==> config.mk <==
export PLATFORM = sky130hd
export DESIGN_NAME = serial_subtractor
export DESIGN_NICKNAME = d
export VERILOG_FILES = /design/src/rtl/serial_subtractor.sv
export SDC_FILE = /design/constraint.sdc
export NUM_CORES = 1
export LEC_CHECK = 0
export ABC_CLOCK_PERIOD_IN_PS = 1400
export BUFFER_PORTS_ARGS = -buffer_cell sky130_fd_sc_hd__buf_2
export CORE_UTILIZATION = 47
export DETAILED_ROUTE_END_ITERATION = 10
export PLACE_DENSITY_LB_ADDON = 0.12
export SKIP_LAST_GASP = 1
export SLEW_MARGIN = 5
export SYNTH_ARGS = -nofsm -noshare
export SYNTH_HDL_FRONTEND = slang
export SYNTH_SLANG_ARGS = --single-unit
export TNS_END_PERCENT = 1
==> constraint.sdc <==
create_clock -name clk -period 1.4 [get_ports clk]
set_clock_uncertainty 0.05 [all_clocks]
set_input_delay 0.07 -clock clk [delete_from_list [all_inputs] [get_ports clk]]
set_output_delay 0.07 -clock clk [all_outputs]
set_load 0.01 [all_outputs]
==> src/rtl/serial_subtractor.sv <==
// Bit-serial a - b - bin, one full-subtractor step per clock, LSB first.
// Define SERIAL_SUB_OVF_EN to build the signed-overflow flag; otherwise ovf is tied to 0.
module serial_subtractor #(
   parameter int WIDTH = 8
) (
   input  logic             clk,
   input  logic             rst,
   input  logic             start,
   input  logic [WIDTH-1:0] a,
   input  logic [WIDTH-1:0] b,
   input  logic             bin,
   output logic             busy,
   output logic             done,
   output logic [WIDTH-1:0] diff,
   output logic             bout,
   output logic             ovf
);

   localparam int CW = $clog2(WIDTH);
   localparam logic [CW-1:0] LAST = CW'(WIDTH - 1);

   typedef enum logic [1:0] {IDLE, RUN, DONE} state_t;

   state_t state_reg, state_next;

   logic [WIDTH-1:0] a_sh_reg, b_sh_reg, res_sh_reg, res_next;
   logic [WIDTH-1:0] diff_reg;
   logic [CW-1:0]    cnt_reg;
   logic             br_reg, br_next, d_bit;
   logic             busy_reg, done_reg, bout_reg;
   logic             last_step;

   always_ff @(posedge clk or posedge rst) begin
      if (rst) state_reg <= IDLE;
      else     state_reg <= state_next;
   end

   always_comb begin
      state_next = state_reg;
      case (state_reg)
         IDLE:    if (start) state_next = RUN;
         RUN:     if (cnt_reg == LAST) state_next = DONE;
         DONE:    state_next = IDLE;
         default: state_next = IDLE;
      endcase
   end

   // Full-subtractor cell on the operand LSBs and the stored borrow
   always_comb begin
      d_bit     = a_sh_reg[0] ^ b_sh_reg[0] ^ br_reg;
      br_next   = (~a_sh_reg[0] & b_sh_reg[0]) | (~(a_sh_reg[0] ^ b_sh_reg[0]) & br_reg);
      res_next  = {d_bit, res_sh_reg[WIDTH-1:1]};
      last_step = (state_reg == RUN) && (cnt_reg == LAST);
   end

   always_ff @(posedge clk or posedge rst) begin
      if (rst) begin
         a_sh_reg   <= '0;
         b_sh_reg   <= '0;
         res_sh_reg <= '0;
         br_reg     <= 1'b0;
         cnt_reg    <= '0;
         busy_reg   <= 1'b0;
         done_reg   <= 1'b0;
         diff_reg   <= '0;
         bout_reg   <= 1'b0;
      end else begin
         case (state_reg)
            IDLE: begin
               if (start) begin
                  a_sh_reg <= a;
                  b_sh_reg <= b;
                  br_reg   <= bin;
                  cnt_reg  <= '0;
                  busy_reg <= 1'b1;
               end
            end
            RUN: begin
               a_sh_reg   <= a_sh_reg >> 1;
               b_sh_reg   <= b_sh_reg >> 1;
               res_sh_reg <= res_next;
               br_reg     <= br_next;
               cnt_reg    <= cnt_reg + 1'b1;
               if (last_step) begin
                  diff_reg <= res_next;
                  bout_reg <= br_next;
                  busy_reg <= 1'b0;
                  done_reg <= 1'b1;
               end
            end
            DONE:    done_reg <= 1'b0;
            default: done_reg <= 1'b0;
         endcase
      end
   end

   assign busy = busy_reg;
   assign done = done_reg;
   assign diff = diff_reg;
   assign bout = bout_reg;

`ifdef SERIAL_SUB_OVF_EN
   // Operand sign bits are shifted out during the run, so keep copies
   logic a_msb_reg, b_msb_reg, ovf_reg;

   always_ff @(posedge clk or posedge rst) begin
      if (rst) begin
         a_msb_reg <= 1'b0;
         b_msb_reg <= 1'b0;
         ovf_reg   <= 1'b0;
      end else begin
         if (state_reg == IDLE && start) begin
            a_msb_reg <= a[WIDTH-1];
            b_msb_reg <= b[WIDTH-1];
         end
         if (last_step)
            ovf_reg <= (a_msb_reg ^ b_msb_reg) & (d_bit ^ a_msb_reg);
      end
   end

   assign ovf = ovf_reg;
`else
   assign ovf = 1'b0;
`endif

endmodule

Word-level counts from Yosys, hierarchy flattened:

Cells that the tools add are included.

* memories: 0
* bits in latches: 0
* input port bits: 20
* output and inout port bits: 12
* RAM bits: 0
* ROM bits: 0
* logic and storage cells: 48
* register bits: 41

* $add $sub $neg: 1
* eq/ne operators: 5
* order comparisons: 0
* shift-type cells: 0
* muxes and demuxes: 16
* div/mod/pow operators: 0
* reduce and logical (&&, ||, !) cells: 8
* $mul: 0
* bitwise logic cells: 8

Operators with widths (count)
* one-hot mux 8 bit (2 select lines): 2
* 2-to-1 mux 8 bit: 2
* AND reduction 2 bit: 4
* one-hot mux 1 bit (2 select lines): 3
* one-hot mux 3 bit (2 select lines): 1
* 2-to-1 mux 1 bit: 4
* 2-to-1 mux 2 bit: 2
* != test 2 bit (second input constant): 2
* one-hot mux 2 bit (2 select lines): 1
* adder 3 x 1 -> 3 bit (second input constant): 1
* equality test 3 bit (second input constant): 1
* 2-to-1 mux 3 bit: 1
* inverter 1 bit: 3
* AND reduction 3 bit: 1
* bitwise AND 1 bit: 2
* equality test 2 x 1 -> 1 bit (second input constant): 1
* zero test 2 bit: 1
* != test 2 x 1 -> 1 bit (second input constant): 1
* nonzero test 2 bit: 1
* bitwise XOR 1 bit: 2
* logical AND 1 bit: 1
* OR 1 bit: 1

Longest topological paths before layout:

* depth after elaboration: 5
* depth in mapped cells: 6

Least setup slack after synthesis:

No wires, ideal clock.

* kind: reg-to-reg
* start point: reg cnt_reg[0]
* end point: reg diff_reg[0] (netlist: diff[0])
* data required time: 1225 ps
* setup time: 125 ps
* setup slack: -139 ps
* cell stages (with the launch flop): 6
* path buffers: 1
* arrival: 1365 ps
* path through: dfrtp_1 -> ha_1 -> ha_1 -> nand3b_1 -> buf_2 -> mux2_2

* longest elaborated chain between the ends: 3

RTL lines
* start: declaration: RTL line 28 `logic [CW-1:0] cnt_reg;`
* start signal: assignment: RTL line 83 `cnt_reg <= cnt_reg + 1'b1;`
* equality test 3 bit: RTL line 53 `last_step = (state_reg == RUN) && (cnt_reg == LAST);`
* logical AND 1 bit: RTL line 53
* AND reduction 2 bit (no line)
* end signal: assignment: RTL line 85 `diff_reg <= res_next;`
* end: declaration: RTL line 27 `logic [WIDTH-1:0] diff_reg;`

Every way passes these cells.
A chain may end at the register's enable or synchronous reset.

Worst setup path after layout:

* start point: reg cnt_reg[1]
* end point: reg diff_reg[1] (netlist: diff[1])

Same word-level chain as after synthesis.

==> out/metrics.sh <==
FIRST_PASS_GRT_WIRE_LENGTH_MICRONS=5730
CORE_AREA_SQ_UM=3440
FP.DIEW_MICRONS=63.1
FLOORPLAN.INITIALDENSITY_PCT=51.0
AREA_OF_THE_DIE_SQ_UM=3980
LAYOUT.CORE_UTILIZATION_PCT=61.2
PORT-BUFFER-COUNT=30
POSTCTSSETUPREPAIRBUFS=0
DETAILEDROUTE.FIRSTPASSITERATIONCOUNT=4
HOLD-PATH-ENDPOINT='a_sh_reg[2]'
TRITONCTS_CLOCK_TREE='done'
NETLIST_INSTANCES=142
VDD_DROP_MAX_V=0.00107
POST-ROUTE-PERIOD-UTIL_PCT=109
CTS.REPORTEDPATHS.CLKPINSLEW_PS=80
POWER.DENSITY_nW_PER_UM2=2210
SYNTH_TOP_FAMILY_BY_AREA='compound AO/OA/AOI/OAI gates'
MAX_FREQ_MHz=657
POST_LAYOUT_NONFILLER_INSTANCES=230
TIMING.FINAL.CRIT_PERIOD_PS=1520
POWER_mW=4.66
R2R_CELLS=5
AREA_DELTA_SYNTH_FINAL_PCT=20.1
GRT_MAX_DEGREE=41
POST_SYNTH_FA_HA_MAJ_AREA_FRACTION_PCT=3.28
PLACE_INST=219
FIN_HOLD_VIOLS=0
SYNTH_XOR_AREA_SHARE_PCT=0
ASYNCSETRESETFLOPFRACSYNTH_PCT=100
MIN_DELAY_PATH_DEPTH=3
DETAIL_ROUTE.ITER0.VIOLATIONS=36
CLOCK-SINKS=40
WL_PER_CELL_MICRONS=14.2
RR_STARTPOINT='cnt_reg[1]'
SETUP.WORST_PATH.END_CLASS='flip-flop'
GR-USAGE-ALL-LAYERS_PCT=19.1
DIODES=0
CRITICAL_PATH_CLASS='reg -> reg'
MOSTFREQUENTLAYOUTCELLS='sky130_fd_sc_hd__dfrtp_1, sky130_fd_sc_hd__buf_2, sky130_fd_sc_hd__mux2_2'
CLOCK_INSERTION_DELAY_WORST_SKEW_PS=290
PLACE_HPWL_MICRONS=2380
CRITICAL_PATH_REQUIRED_PS=1520
DRC=0
SYNTH_FP_NETS=166
SYNTH_SIMPLE_GATE_AREA_SHARE_PCT=8.35
VIA_COUNT=1231
RSZ0062_AT_GRT='true'
TNS_SETUP_PS=-919
RUN_STATUS='finished, violations left'
FINAL_NET_COUNT=207
MAXCAPVIOLATIONS=0
LAYOUT.FILLER_CELLS=288
HOLD_CLASS='in -> reg'
YOSYSUNIQUECELLTYPES=33
SYNTHMUXAREASHARE_PCT=9.63
NUMBER_OF_SYNTHESIZED_FLOPS_WITH_AN_ENABLE_PIN=0
YS.WARNINGS.COUNT=0
SEQ_POWER_SHARE_PCT=44.1
CLOCK_POWER_SHARE_PCT=17.0
POST_ROUTE_CELLS_DRIVE_ABOVE_1_SHARE_PCT=40.2
SYN_AREA_SQ_UM=1750
CRITPATHARRIVALTIME_PS=1650
IO_PINS=32
POWER.NET_SWITCHING_mW=1.58
CLOCK_TREE.ROOT_CELL='sky130_fd_sc_hd__clkbuf_8'
CTS_BUFFERS=5
STATIC-LEAKAGE-POWER_nW=0.971
WORST_R2R_ENDPOINT='diff[1]'
REPORT.FINAL.SETUP_VIOL=8
COMB_POWER_SHARE_PCT=38.9
PLACE.GP.CONGESTION=0.763
VIOLATIONS='negative setup slack'
DOMINANTREGCELLSYNTH='sky130_fd_sc_hd__dfrtp_1'
CRIT_PATH_MAX_FANOUT=9
INTERNAL-POWER_mW=3.08
FIN_WORST_HOLD_SLACK_PS=26.2
DETAIL_ROUTE.WIRELENGTH_MICRONS=3270
DIE_HEIGHT_MICRONS=63.1
SUM_OF_OVERFLOW_ACROSS_ALL_LAYERS_AFTER_GLOBAL_ROUTING=0
WORSTHOLDSTART='a[2]'
SETUP.WORST_PATH.START_CLASS='flip-flop'
TIMING_MAX_TRANSITION_VIOLATIONS_FINAL=0
CTS.PATH.MAX_BUFFERS=2
SLACK_OF_THE_WORST_REG_TO_REG_PATH_PS=-120
MOST_FREQUENT_STANDARD_CELL_IN_THE_LAYOUT_EXCLUDING_FILL_AND_TAP_CELLS='sky130_fd_sc_hd__dfrtp_1'
GRT_PASS1_VIAS=1298
YS_SEQ_AREA_SHARE_PCT=57.1
POWER.SWITCHING_FRACTION_PCT=33.8
CTS-HTREE-LEVELS=2
POST_DRT_VIA_CELL_RATIO=5.35
SYNTH-COMPOUND-AREA-SHARE_PCT=16.0
SYNTHESIS.AREA_PER_INSTANCE_SQ_UM=12.4
ANTENNA_LEFT=0
GRT_ANTENNA_BEFORE_REPAIR=0
ROWS=21
YS_SEQ_ELEMENTS=40
POST_LAYOUT_WORST_SETUP_MARGIN_PS=-121
Yosys cell counts (4+ instances only):
| cell | instances | area [sq um] |
|---|---|---|
| sky130_fd_sc_hd__a21oi_1 | 11 | 55.1 |
| sky130_fd_sc_hd__nand3b_1 | 4 | 30.0 |
| sky130_fd_sc_hd__o21ai_0 | 4 | 20.0 |
| sky130_fd_sc_hd__inv_1 | 7 | 26.3 |
| sky130_fd_sc_hd__dfrtp_1 | 40 | 1000 |
| sky130_fd_sc_hd__a22o_1 | 4 | 35.0 |
| sky130_fd_sc_hd__buf_2 | 5 | 25.0 |
| sky130_fd_sc_hd__nor2_1 | 10 | 37.5 |
| sky130_fd_sc_hd__o22ai_1 | 8 | 50.1 |
| sky130_fd_sc_hd__mux2_2 | 14 | 158 |
cells by family after synthesis:
family	after synthesis
adders and majority gates	4
buffers and inverters	17
DFF	40
other	1
AOI/OAI and AO/OA	38
and+or+nand+nor	27
muxes	15
worst max-delay path: stages, from the launching register on:
cell and delay [ps]:
sky130_fd_sc_hd__dfrtp_1 400, sky130_fd_sc_hd__ha_2 200, sky130_fd_sc_hd__ha_2 170, sky130_fd_sc_hd__nand3b_1 90, sky130_fd_sc_hd__buf_6 150, sky130_fd_sc_hd__mux2_2 340
per-layer routing:
layer | vias up | track usage [%] | share of wire [%]
met4 | 0 | 8.43 | 2.4
met5 | - | 0 | 0
met1 | 602 | 23.6 | 44
met3 | 10 | 4.53 | 4.0
li1 | 587 | - | -
met2 | 32 | 31.7 | 50
what timing repair did:
action / 4_1_cts / 5_1_grt
endpoints found under the hold margin: 42 / 0
hold buffers: 3 / 0
pin swaps: 0 / 0
endpoints found under the setup margin: 9 / 25
resized for setup: 1 / 0
power groups by stage:
stage	clock (mW)	combinational [mW]	sequential (mW)
2_1_floorplan	0	1.29	2.06
3_3_place_gp	0	1.75	2.04
3_5_place_dp	0	1.82	2.09
4_1_cts	0.824	1.84	2.06
5_1_grt	0.863	2.01	2.13
6_report	0.793	1.81	2.06
final cells by class:
class | count | area [sq um] | share of cell area, %
sequential | 40 | 1000 | 47.5
clock buffer | 6 | 82.6 | 3.92
multi-input combinational | 85 | 662 | 31.4
tap | 46 | 57.6 | 2.73
timing repair buffer | 43 | 259 | 12.3
inverter | 8 | 30.0 | 1.43
clock inverter | 2 | 15.0 | 0.713
worst max-delay path by stage:
stage / startpoint / depth (start not counted) / slack, ps / end
2_1_floorplan: cnt_reg[0] / 5 / -20 / diff[0]
3_3_place_gp: cnt_reg[1] / 5 / -90 / diff[6]
3_5_place_dp: cnt_reg[1] / 5 / -150 / diff[1]
4_1_cts: cnt_reg[1] / 5 / -140 / diff[1]
5_1_grt: cnt_reg[1] / 5 / -170 / diff[1]
6_report: cnt_reg[1] / 5 / -120 / diff[1]
through the flow:
stage          area [sq um]  setup WS, ps
6_report               2110          -121
5_1_grt                2110          -175
4_1_cts                2110          -137
3_5_place_dp           1980          -153
3_3_place_gp           1980         -86.6
2_1_floorplan          1770         -24.5
(Power assumes the default switching activity.)
